## config.mk

```make
export PLATFORM = sky130hd
export DESIGN_NAME = sdram_read_flat
export DESIGN_NICKNAME = d
export VERILOG_FILES = /design/src/rtl/sdram_read_if.sv /design/src/rtl/sdram_read.sv /design/src/flat_wrapper.sv
export SDC_FILE = /design/constraint.sdc
export NUM_CORES = 1
export LEC_CHECK = 0
export CAP_MARGIN = 40
export CORE_UTILIZATION = 35
export CTS_BUF_LIST = sky130_fd_sc_hd__clkbuf_4 sky130_fd_sc_hd__clkbuf_8
export CTS_CLUSTER_SIZE = 24
export DETAILED_ROUTE_END_ITERATION = 7
export DONT_BUFFER_PORTS = 1
export PLACE_DENSITY = 0.58
export REMOVE_ABC_BUFFERS = 1
export SYNTH_ARGS = -nofsm -noshare
export SYNTH_HDL_FRONTEND = slang
export SYNTH_SLANG_ARGS = --single-unit
```

## constraint.sdc

```tcl
create_clock -name sclk -period 3.07 [get_ports sclk]
set_input_delay 0.307 -clock sclk [delete_from_list [all_inputs] [get_ports sclk]]
set_output_delay 0.307 -clock sclk [all_outputs]
set_load 0.05 [all_outputs]
```

## src/rtl/sdram_read_if.sv

```systemverilog
// sdram_read_if: trigger/grant handshake, SDRAM command bus and read-data
// return between the read engine (slave) and the controller (master).
`timescale 1ns/1ps
interface sdram_read_if;
  logic        rd_trig;
  logic        rd_en;
  logic        aref_req;
  logic [15:0] sdram_dq_in;
  logic        rd_req;
  logic        rd_end;
  logic        rd_busy;
  logic [3:0]  rd_cmd;
  logic [11:0] rd_addr;
  logic [1:0]  rd_bank;
  logic [15:0] rd_data;
  logic        rd_data_vld;

  modport slave (
    input  rd_trig, rd_en, aref_req, sdram_dq_in,
    output rd_req, rd_end, rd_busy, rd_cmd, rd_addr, rd_bank, rd_data, rd_data_vld
  );

  modport master (
    output rd_trig, rd_en, aref_req, sdram_dq_in,
    input  rd_req, rd_end, rd_busy, rd_cmd, rd_addr, rd_bank, rd_data, rd_data_vld
  );
endinterface

```

## src/rtl/sdram_read.sv

```systemverilog
// sdram_read: read-burst engine. Requests the bus, opens ROW_ADDR, issues
// gapless 4-word READ bursts, captures data after CAS latency, precharges and
// releases the bus. A pending refresh ends the run early at a burst boundary;
// the engine then re-requests and resumes at the saved column.
`timescale 1ns/1ps
module sdram_read #(
  parameter int unsigned CAS_LAT   = 3,
  parameter int unsigned BURST_NUM = 4,
  parameter logic [11:0] ROW_ADDR  = 12'd0,
  parameter logic [1:0]  BANK      = 2'd0
) (
  input logic         sclk,
  input logic         s_rst,
  sdram_read_if.slave bus
);

  localparam logic [3:0] CmdNop  = 4'b0111;
  localparam logic [3:0] CmdAct  = 4'b0011;
  localparam logic [3:0] CmdRead = 4'b0101;
  localparam logic [3:0] CmdPre  = 4'b0010;
  // One bit wider than the 9-bit column so BURST_NUM=128 (512 cols) is representable.
  localparam logic [9:0] TotalCols = 10'(BURST_NUM * 4);

  typedef enum logic [2:0] {StIdle, StReq, StAct, StRead, StPre, StEnd} state_e;

  state_e             r_state, w_state_nxt;
  logic [1:0]         r_cnt, w_cnt_nxt;
  logic [9:0]         r_col;
  logic               w_col_clr, w_rd_issue, w_done;
  logic               w_req, w_end;
  logic [3:0]         w_cmd;
  logic [11:0]        w_addr;
  logic [1:0]         w_bank;
  logic [CAS_LAT-1:0] r_pipe;
  logic [1:0]         r_cap_cnt;
  logic               w_cap;
  logic [15:0]        r_data;
  logic               r_data_vld;

  // r_col counts issued READs (x4), so it equals TotalCols once the last one is out.
  assign w_done = (r_col == TotalCols);

  // State, phase counter and column register.
  always_ff @(posedge sclk) begin
    if (s_rst) begin
      r_state <= StIdle;
      r_cnt   <= '0;
      r_col   <= '0;
    end else begin
      r_state <= w_state_nxt;
      r_cnt   <= w_cnt_nxt;
      if (w_col_clr) begin
        r_col <= '0;
      end else if (w_rd_issue) begin
        r_col <= r_col + 10'd4;
      end
    end
  end

  // Next state and command bus; the bus defaults to NOP with zero address.
  always_comb begin
    w_state_nxt = r_state;
    w_cnt_nxt   = '0;
    w_col_clr   = 1'b0;
    w_rd_issue  = 1'b0;
    w_req       = 1'b0;
    w_end       = 1'b0;
    w_cmd       = CmdNop;
    w_addr      = '0;
    w_bank      = '0;
    case (r_state)
      StIdle: begin
        if (bus.rd_trig) begin
          w_state_nxt = StReq;
          w_col_clr   = 1'b1;
        end
      end
      StReq: begin
        w_req = 1'b1;
        if (bus.rd_en) w_state_nxt = StAct;
      end
      StAct: begin
        w_req  = 1'b1;
        w_addr = ROW_ADDR;
        w_bank = BANK;
        if (r_cnt == 2'd0) w_cmd = CmdAct;
        if (r_cnt == 2'd2) w_state_nxt = StRead;
        else               w_cnt_nxt   = r_cnt + 2'd1;
      end
      StRead: begin
        w_req  = 1'b1;
        w_addr = {3'b000, r_col[8:0]};
        w_bank = BANK;
        if (r_cnt == 2'd0) begin
          w_cmd      = CmdRead;
          w_rd_issue = 1'b1;
        end
        // Burst boundary: stop on completion or pending refresh, else wrap to next READ.
        if (r_cnt == 2'd3) begin
          if (w_done || bus.aref_req) w_state_nxt = StPre;
        end else begin
          w_cnt_nxt = r_cnt + 2'd1;
        end
      end
      StPre: begin
        w_req       = 1'b1;
        w_cmd       = CmdPre;
        w_addr      = 12'h400;
        w_bank      = BANK;
        w_state_nxt = StEnd;
      end
      StEnd: begin
        if (r_cnt == 2'd2) begin
          w_end       = 1'b1;
          w_state_nxt = w_done ? StIdle : StReq;
        end else begin
          w_req     = 1'b1;
          w_cnt_nxt = r_cnt + 2'd1;
        end
      end
      default: w_state_nxt = StIdle;
    endcase
  end

  // Delay each READ through CAS latency, then hold a 4-word capture window.
  assign w_cap = r_pipe[CAS_LAT-1] | (r_cap_cnt != 2'd0);

  // Read-data capture pipeline.
  always_ff @(posedge sclk) begin
    if (s_rst) begin
      r_pipe     <= '0;
      r_cap_cnt  <= '0;
      r_data     <= '0;
      r_data_vld <= 1'b0;
    end else begin
      r_pipe[0] <= w_rd_issue;
      for (int i = 1; i < int'(CAS_LAT); i++) r_pipe[i] <= r_pipe[i-1];
      if (r_pipe[CAS_LAT-1])     r_cap_cnt <= 2'd3;
      else if (r_cap_cnt != 2'd0) r_cap_cnt <= r_cap_cnt - 2'd1;
      if (w_cap) r_data <= bus.sdram_dq_in;
      r_data_vld <= w_cap;
    end
  end

  assign bus.rd_req      = w_req;
  assign bus.rd_end      = w_end;
  assign bus.rd_busy     = (r_state != StIdle);
  assign bus.rd_cmd      = w_cmd;
  assign bus.rd_addr     = w_addr;
  assign bus.rd_bank     = w_bank;
  assign bus.rd_data     = r_data;
  assign bus.rd_data_vld = r_data_vld;

endmodule

```

## src/flat_wrapper.sv

```systemverilog
// flat-port wrapper written by rule: the top's interface ports become plain ports
module sdram_read_flat 
#(
  parameter int unsigned CAS_LAT   = 3,
  parameter int unsigned BURST_NUM = 4,
  parameter logic [11:0] ROW_ADDR  = 12'd0,
  parameter logic [1:0]  BANK      = 2'd0
)
  (sclk, s_rst, bus_rd_trig, bus_rd_en, bus_aref_req, bus_sdram_dq_in, bus_rd_req, bus_rd_end, bus_rd_busy, bus_rd_cmd, bus_rd_addr, bus_rd_bank, bus_rd_data, bus_rd_data_vld);
  sdram_read_if bus_i ();
  input logic sclk;
  input logic s_rst;
  input wire logic [$bits(bus_i.rd_trig)-1:0] bus_rd_trig;
  input wire logic [$bits(bus_i.rd_en)-1:0] bus_rd_en;
  input wire logic [$bits(bus_i.aref_req)-1:0] bus_aref_req;
  input wire logic [$bits(bus_i.sdram_dq_in)-1:0] bus_sdram_dq_in;
  output wire logic [$bits(bus_i.rd_req)-1:0] bus_rd_req;
  output wire logic [$bits(bus_i.rd_end)-1:0] bus_rd_end;
  output wire logic [$bits(bus_i.rd_busy)-1:0] bus_rd_busy;
  output wire logic [$bits(bus_i.rd_cmd)-1:0] bus_rd_cmd;
  output wire logic [$bits(bus_i.rd_addr)-1:0] bus_rd_addr;
  output wire logic [$bits(bus_i.rd_bank)-1:0] bus_rd_bank;
  output wire logic [$bits(bus_i.rd_data)-1:0] bus_rd_data;
  output wire logic [$bits(bus_i.rd_data_vld)-1:0] bus_rd_data_vld;
  assign bus_i.rd_trig = bus_rd_trig;
  assign bus_i.rd_en = bus_rd_en;
  assign bus_i.aref_req = bus_aref_req;
  assign bus_i.sdram_dq_in = bus_sdram_dq_in;
  assign bus_rd_req = bus_i.rd_req;
  assign bus_rd_end = bus_i.rd_end;
  assign bus_rd_busy = bus_i.rd_busy;
  assign bus_rd_cmd = bus_i.rd_cmd;
  assign bus_rd_addr = bus_i.rd_addr;
  assign bus_rd_bank = bus_i.rd_bank;
  assign bus_rd_data = bus_i.rd_data;
  assign bus_rd_data_vld = bus_i.rd_data_vld;
  sdram_read #(.CAS_LAT(CAS_LAT), .BURST_NUM(BURST_NUM), .ROW_ADDR(ROW_ADDR), .BANK(BANK)) u_core (.sclk(sclk), .s_rst(s_rst), .bus(bus_i));
endmodule
```

==> metrics <==
Synth area leader dfxtp_1; postcts setup bufs 0; post_cts resized 0; # IOs 59; ANT nets after route 0; global-route wire length before repair 5270 µm; type of origin of the critical path flop; Gate power share 21.2%; Clk Latency, worst-skew pair 280 ps; RSZ-0062 raised after global routing false; die area 5240 µm²; Post-DP HPWL 2430 µm; Synth top area share 40.4%; die span in y 72.4 µm; Worst-path clk slew 70 ps; worst hold path type in -> reg; CP Capture Type primary output; drc violations 0; GP Congestion 0.760; GR Overflow Total 0; die width 72.4 µm; ys async rst share 0%; layout cell share with drive strength beyond 1 7.18%; Final min period 2290 ps; First-pass DRT Iterations 4; Mapped Area 1730 µm²; CP max FO 18; core area 4750 µm²; Syn Area/Cell 8.18 µm²; Routed wire per std cell 12.4 µm; crit share post-route 74.7%; required time of the critical path 2760 ps; Layout area overhead 7.65%; number of antenna violations at the first check in global routing 0; via-per-instance ratio 4.92; Clock Tree Root clkbuf_8; Synth Flop Type dfxtp_1; Initial Util 36.5%; # rows 25; P_int 892 µW; Post-Place Cell Area 1750 µm²; IO Port Bufs 0; switch share 42.6%; max frequency 436 MHz; Final Max Slew Viols 0; Sw Pwr 661 µW; CP arrival 1990 ps; Seq/Total Area, Yosys 40.4%; Synth area leaders dfxtp_1 40%, nand2_1 8.2%, a21oi_1 7.2%; clock share of power 26.3%; WS Path Type reg -> out; H-Tree Level Count 2; Final Skew 2.60 ps; Max Cap Violations 0; relative slew slack 60.4%; nets 236; Antenna Cells 0; Yosys reg bits 35; Hold Vio Cnt, Final 0; Synth cell types 38; DR iter-0 viols 38; R2R setup slack 1110 ps; largest net degree at the start of global routing 27; Post-synth EDFFs 0; gr usage total 12.9%; DRT Wirelength 3420 µm; Worst-Margin Slew 595 ps; Warnings, synthesis 0; Setup-failing EPs final 0; outcome completed; post-route setup TNS 0 ps; sequential power share 52.5%; Max rail drop VDD 0.000328 V; vias in the first global route 1136; post-synthesis instance total 212; Sink Count 35; TritonCTS clock tree yes; CTS Buf Count 5; fin area 1870 µm²; cts hold-fix bufs 0; Leak 0.742 nW; worst-case clock buffer depth 2; Vias 1358; Power Density 832 nW/µm²
## power by group through the flow
stage               clock network [mW]  registers, mW  logic (mW)
finish                           0.409          0.816       0.329
global route                     0.442          0.826       0.368
CTS                              0.422          0.817       0.337
detailed placement                   0          0.828       0.336
global placement                     0          0.826       0.328
floorplan                            0          0.813       0.262
## worst paths after layout
check	depth (start not counted)	to	startpoint
worst max-delay path	3	bus_rd_req	u_core.r_state[1]
worst min-delay path	1	u_core.bus.rd_data[6]	s_rst
worst max register to register	5	u_core.r_col[8]	u_core.r_cnt[0]
worst min register to register	1	u_core.r_pipe[2]	u_core.r_pipe[1]
## final cells by class
cell class	instances	area, µm²
fill	500	2890
multi-input combinational	153	910
sequential	35	701
tap	67	83.8
clock buffer	5	68.8
clock inverter	3	43.8
inverter	10	37.5
timing repair buffer	3	22.5
## sequential cells by signal (all words and copies together) (netlist names)
| register | flops |
|---|---|
| u_core.bus.rd_data | 16 |
| u_core.r_pipe | 3 |
| u_core.r_cap_cnt | 2 |
| u_core.r_cnt | 2 |
| u_core.bus.rd_data_vld | 1 |
| u_core.r_state | 3 |
| u_core.r_col | 8 |
## cells in the final DEF, fill, tap and decap left out, types with 3 or more instances in the layout
cell type,instances
inv_1,10
and2_1,7
a21oi_1,25
nor2_1,8
mux2i_1,3
conb_1,7
nand3_1,9
clkbuf_8,5
nand2_1,38
o21ai_0,7
and3b_1,4
ha_1,7
dfxtp_1,35
or3_1,4
buf_4,3
nor2b_1,5
nand2b_1,4
## cell families (layout without fill, tap and decap cells)
kind of cell / count (synthesis) / count (layout) / synth area share, %
fa+ha+maj: 7 / 7 / 5.05
compound gates: 42 / 42 / 14.3
flops: 35 / 35 / 40.4
mux: 3 / 3 / 1.73
buf+inv: 30 / 21 / 8.44
other cells: 1 / 7 / 0.216
simple gates: 92 / 92 / 28.9
xor+xnor: 2 / 2 / 1.01
## critical path, cell delays in order, from the launching register on
cell      delay, ps
dfxtp_1         680
or3_1           520
a21boi_1        280
buf_4           230
## stage by stage
| step | hold WS, ps | worst slack [ps] | cells | power (mW) | util, % |
|---|---|---|---|---|---|
| floorplan | 373 | 508 | 198 | 1.07 | - |
| global placement | 378 | 1120 | 267 | 1.15 | 36.7 |
| detailed placement | 381 | 1110 | 268 | 1.16 | 36.9 |
| CTS | 70.4 | 795 | 276 | 1.58 | 39.3 |
| global route | 64.9 | 704 | 276 | 1.64 | 39.3 |
| finish | 86.4 | 776 | 276 | 1.55 | 39.3 |
## cells in the mapped netlist, types with 2 or more instances
master,count
inv_1,10
nand2b_1,4
o31ai_1,2
nand2_1,38
or3_1,4
ha_1,7
buf_2,6
nand3_1,9
buf_4,7
a21oi_1,25
dfxtp_1,35
o21ai_0,7
mux2i_1,3
nor2_1,8
clkbuf_1,7
and3b_1,4
xnor2_1,2
nor2b_1,5
and2_1,7
nand3b_1,2
nor4b_1,2
or4_1,2
## layer usage
layer,GRT usage [%],part of all wire [%]
met1,16.3,47
met2,20.9,49
met3,3.47,4.0
met4,5.23,0.70
met5,0,0
No activity file was read; power rests on OpenSTA's default activity.
==> RTL change 1 (config.mk and constraints unchanged) <==
`CAS_LAT` is set to 3 in 2 places; all go to 5.
--- a/src/rtl/sdram_read.sv
+++ b/src/rtl/sdram_read.sv
@@ -4,7 +4,7 @@
 // the engine then re-requests and resumes at the saved column.
 `timescale 1ns/1ps
 module sdram_read #(
-  parameter int unsigned CAS_LAT   = 3,
+  parameter int unsigned CAS_LAT   = 5,
   parameter int unsigned BURST_NUM = 4,
   parameter logic [11:0] ROW_ADDR  = 12'd0,
   parameter logic [1:0]  BANK      = 2'd0
--- a/src/flat_wrapper.sv
+++ b/src/flat_wrapper.sv
@@ -1,7 +1,7 @@
 // flat-port wrapper written by rule: the top's interface ports become plain ports
 module sdram_read_flat 
 #(
-  parameter int unsigned CAS_LAT   = 3,
+  parameter int unsigned CAS_LAT   = 5,
   parameter int unsigned BURST_NUM = 4,
   parameter logic [11:0] ROW_ADDR  = 12'd0,
   parameter logic [1:0]  BANK      = 2'd0
Formal check against the unedited RTL: not equivalent (Yosys sat finds a counterexample within 10 cycles, from zero or initial values and one cycle with s_rst high).
==> RTL change 1 against the original RTL <==
Largest cell class unchanged; synthesized area is 1.6% higher; fmax is 2.9% higher; highest routed layer unchanged; power is 2.0% lower; sequential cell count is 2 higher; utilization hardly changed; wire length is 1.3% higher; design area is 0.54% higher; worst setup slack better by 64 ps; final cell count is 0.72% higher.
==> RTL change 1: results (changes against the original RTL) <==
worst-endpoint-arrival_ps: 2450  # +460 ps
holdPathEnd: "u_core.bus.rd_data[0]"
post-dp-hpwl_um: 2384  # -1.8%
clkLatencyLatePin_ps: 290
grt_pass1_wl_um: 5388  # +2.2%
cts_inserted_buffers: 5  # unchanged
regToRegSetupSlack_ps: 840  # -270 ps
yosysWarnings: 0  # unchanged
largest_register_ffs: 16  # unchanged
slew_headroom: 0.4177  # -0.1859
synth_compound_area_frac: 0.1534  # +0.01055
holdWs_ps: 73.21  # -13.21 ps
worst_clock_skew_ps: 8.533  # +5.933 ps
vias: 1364  # +0.44%
grt_max_degree: 32  # +19%
drt_wl_total_um: 3461  # +1.3%
io_buffers: 0  # unchanged
holdPathStages: 1  # unchanged
clock-root-buffer: "clkbuf_8"
ctsResizeCount: 0  # unchanged
h-tree-depth: 2  # unchanged
grt_pass1_vias: 1151  # +1.3%
grtUsageTotal: 0.1338  # +0.004608
seq_area_frac_synth: 0.4205  # +0.01641
finalWeightedCongestion: 0.7809  # +2.8%
synth_fa_ha_area_frac: 0.04972  # -0.0007891
cpLargestDelayFamily: "simple AND/OR/NAND/NOR gates"
synth-edff-count: 0  # unchanged
reg2reg_from: "u_core.r_state[1]"
synth_xor_area_frac: 0.009943  # -0.0001578
cp_slowest_cell: "or4_1"
dp_cells: 270  # +0.75%
synth_area_per_cell_um2: 8.232  # +0.64%
fin_nets: 238  # +0.85%
synth_mux_area_frac: 0.01136  # -0.005952
synthTopCellsByCount: "nand2_1 (39), dfxtp_1 (37), a21oi_1 (26), inv_1 (10), nor2_1 (8)"
fillers: 504  # +0.80%
leakagePower_nw: 0.7262  # -2.1%
worstRegToRegCells: 3  # -2
outcome: "finished, final reports clean"
rr_endpoint: "u_core.r_col[9]"
ys_types: 40  # +5.3%
layout-drive-gt1-share: 0.07109  # -0.0006803
ctsHoldBuffers: 0  # unchanged
cp_slowest_stage_delay_ps: 710  # +30 ps
ant_nets: 0  # unchanged
first_iter_violations: 39  # +2.6%
critPathMaxFanout: 17  # -1
synth_area_leaders: "dfxtp_1 (42%), nand2_1 (8.3%), a21oi_1 (7.4%), ha_1 (5.0%), buf_4 (3.0%)"
clk_path_buf_depth: 2  # unchanged
peakVddDrop_mv: 0.2811  # -14%
routed_via_density: 4.906  # -0.28%
==> RTL change 1: changes by cell type after synthesis, sizes merged, moves of 2 or more <==
cell,before,now
nand3,9,5
nor2b,5,7
or4,2,4
dfxtp,35,37
o31ai,2,4
==> RTL change 1: final cells by class <==
cell class	instances	area (um2)	share of cell area
clock buffers	6	82.58	0.04400
clock inverters	2	13.76	0.007333
inverters	10	37.54	0.02000
multi-input cells	154	903.4	0.4813
flip-flops and latches	37	740.7	0.3947
well taps	67	83.83	0.04467
repair buffers	2	15.01	0.008000
==> RTL change 1: kinds of logic after synthesis <==
kind of cell	Yosys count
other	1
AND/OR/NAND/NOR	91
multiplexers	2
AO/OA/AOI/OAI	45
XOR/XNOR	2
adder cells (fa/ha/maj)	7
flip-flops	37
buffers and inverters	29
==> RTL change 1: worst max-delay path by stage <==
stage,start,endpoint,slack (ps)
after floorplan,u_core.r_state[1],bus_rd_req,520
after global placement,u_core.r_state[1],u_core.r_col[7],900
after detailed placement,u_core.r_state[1],u_core.r_col[9],840
after CTS,u_core.r_state[1],u_core.r_col[7],830
after global routing,u_core.r_cnt[0],u_core.r_col[9],690
final,u_core.r_state[1],u_core.r_col[9],840
==> RTL change 1: report_power, final <==
| part | total, mW | internal [mW] | switching, mW |
|---|---|---|---|
| clock network | 0.357 | 0.182 | 0.175 |
| logic | 0.325 | 0.115 | 0.210 |
| registers | 0.839 | 0.561 | 0.278 |
==> RTL change 1: per-layer routing <==
| metal | vias up | part of all wire | global-route usage |
|---|---|---|---|
| li1 | 700 | - | - |
| met1 | 610 | 0.48 | 0.1716 |
| met2 | 48 | 0.43 | 0.2077 |
| met3 | 6 | 0.079 | 0.04420 |
| met4 | 0 | 0.011 | 0.05229 |
| met5 | - | 0 | 0 |
==> RTL change 2 (same flow settings) <==
Made on the original files. Encoding of `state_e`: now one-hot (6 bits for 6 states).
--- a/src/rtl/sdram_read.sv
+++ b/src/rtl/sdram_read.sv
@@ -21,7 +21,7 @@
   // One bit wider than the 9-bit column so BURST_NUM=128 (512 cols) is representable.
   localparam logic [9:0] TotalCols = 10'(BURST_NUM * 4);
 
-  typedef enum logic [2:0] {StIdle, StReq, StAct, StRead, StPre, StEnd} state_e;
+  typedef enum logic [5:0] {StIdle = 6'b000001, StReq = 6'b000010, StAct = 6'b000100, StRead = 6'b001000, StPre = 6'b010000, StEnd = 6'b100000} state_e;
 
   state_e             r_state, w_state_nxt;
   logic [1:0]         r_cnt, w_cnt_nxt;
Behaviour: same outputs for any inputs over 10 cycles, from zero or initial values and one cycle with s_rst high; not proved beyond that.
==> RTL change 2 against the original RTL <==
Combinational power grew 58%; sequential cell count grew 3; design area grew 11%; wire length grew 10%; power grew 21%; utilization grew 1.2 points; register-to-register slack lost 20 ps; via count grew 7.8%; critical path type unchanged; highest routed layer unchanged; sequential share of layout area shrank 0.73 points; worst setup slack gained 79 ps; final cell count grew 11%; synthesized area grew 6.8%; largest cell class unchanged; clock power grew 23%.
==> RTL change 2: results (changes against the original RTL) <==
outcome: "finished, final reports clean"
synth_mux_area_frac: 0.01081  # -0.006505
vias: 1464  # +7.8%
grt_max_degree: 32  # +19%
ys_types: 41  # +7.9%
worst-endpoint-arrival_ps: 1910  # -80 ps
fillers: 519  # +3.8%
synthArstFlopShare: 0  # unchanged
grt.met2_usage: 0.2252  # +0.01650
use_met1: 0.1687  # +0.005894
seq_area_frac_synth: 0.4108  # +0.006770
synth_fa_ha_area_frac: 0.05270  # +0.002198
regToRegSetupSlack_ps: 1090  # -20 ps
use_met3: 0.05087  # +0.01615
routed_via_density: 4.800  # -2.4%
grtUsageTotal: 0.1379  # +0.008728
post-dp-hpwl_um: 2728  # +12%
synth_area_leaders: "dfxtp_1 (41%), nand2_1 (8.1%), nor2_1 (5.9%), a21oi_1 (5.7%), ha_1 (4.7%)"
tightest_slew_ps: 669.2  # +74.58 ps
fin_nets: 262  # +11%
first_iter_violations: 57  # +50%
leakagePower_nw: 0.8126  # +9.5%
syn_inst: 230  # +8.5%
holdWs_ps: 79.20  # -7.218 ps
p_int_mw: 1.091  # +22%
drt_wl_total_um: 3771  # +10%
synth_xor_area_frac: 0.04257  # +0.03247
cp_slowest_stage_delay_ps: 410  # -270 ps
critPathMaxFanout: 8  # -10
synth_compound_area_frac: 0.1250  # -0.01786
==> RTL change 2: cell count changes after synthesis, sizes merged, moves of 3 or more <==
cell / unedited run / this run
nor3: 1 / 6
and3b: 4 / 0
and3: 1 / 7
nand3: 9 / 6
and2: 7 / 1
nor2: 8 / 29
a21oi: 25 / 21
xnor2: 2 / 7
dfxtp: 35 / 38
==> RTL change 2: power groups by stage <==
stage,clock network [mW],registers (mW),logic [mW]
6_report,0.505,0.847,0.520
5_1_grt,0.541,0.861,0.584
4_1_cts,0.521,0.847,0.524
3_5_place_dp,0,0.860,0.522
3_3_place_gp,0,0.858,0.515
2_1_floorplan,0,0.839,0.418
==> RTL change 2: cell families after synthesis <==
kind of cell / count (synthesis)
xor+xnor: 9
mux: 2
simple gates: 106
other cells: 1
fa+ha+maj: 8
buf+inv: 29
compound gates: 37
flops: 38
==> RTL change 2: layout make-up <==
class                   instances  area (um2)  share of cell area
multi-input cells             169       972.2              0.4703
flip-flops and latches         38       760.7              0.3680
well taps                      70       87.58             0.04237
clock buffers                   5       68.82             0.03329
clock inverters                 3       68.82             0.03329
repair buffers                  9       67.56             0.03269
inverters                      11       41.29             0.01998
==> RTL change 2: path summary, 6_finish.rpt <==
path                                        start                     to  depth (start not counted)
worst max-delay path            u_core.r_state[1]             bus_rd_req                          6
worst max register to register  u_core.r_state[3]        u_core.r_col[7]                          5
worst min register to register   u_core.r_pipe[1]       u_core.r_pipe[2]                          1
worst min-delay path                        s_rst  u_core.bus.rd_data[7]                          1
==> RTL change 2: layer usage <==
layer | wire, um | share of wire | vias to the layer above
met5 | 0 | 0 | -
met4 | 41 | 0.011 | 0
met3 | 325 | 0.086 | 5
met2 | 1615 | 0.43 | 62
met1 | 1788 | 0.47 | 645
li1 | - | - | 752
==> RTL change 2: worst max-delay path, delay by kind of cell (launching register included) <==
family,cells,cell delay [ps]
and+or+nand+nor,5,970
DFF,1,410
buffers and inverters,1,230
==> RTL change 2: stage by stage <==
| stage | utilization | instance area (um2) | setup slack [ps] |
|---|---|---|---|
| final | 0.4047 | 2067 | 855.2 |
| after global routing | 0.4047 | 2067 | 726.7 |
| after CTS | 0.4047 | 2067 | 838.5 |
| after detailed placement | 0.3778 | 1929 | 1084 |
| after global placement | 0.3778 | 1929 | 1108 |
| after floorplan | - | 1769 | 186.0 |
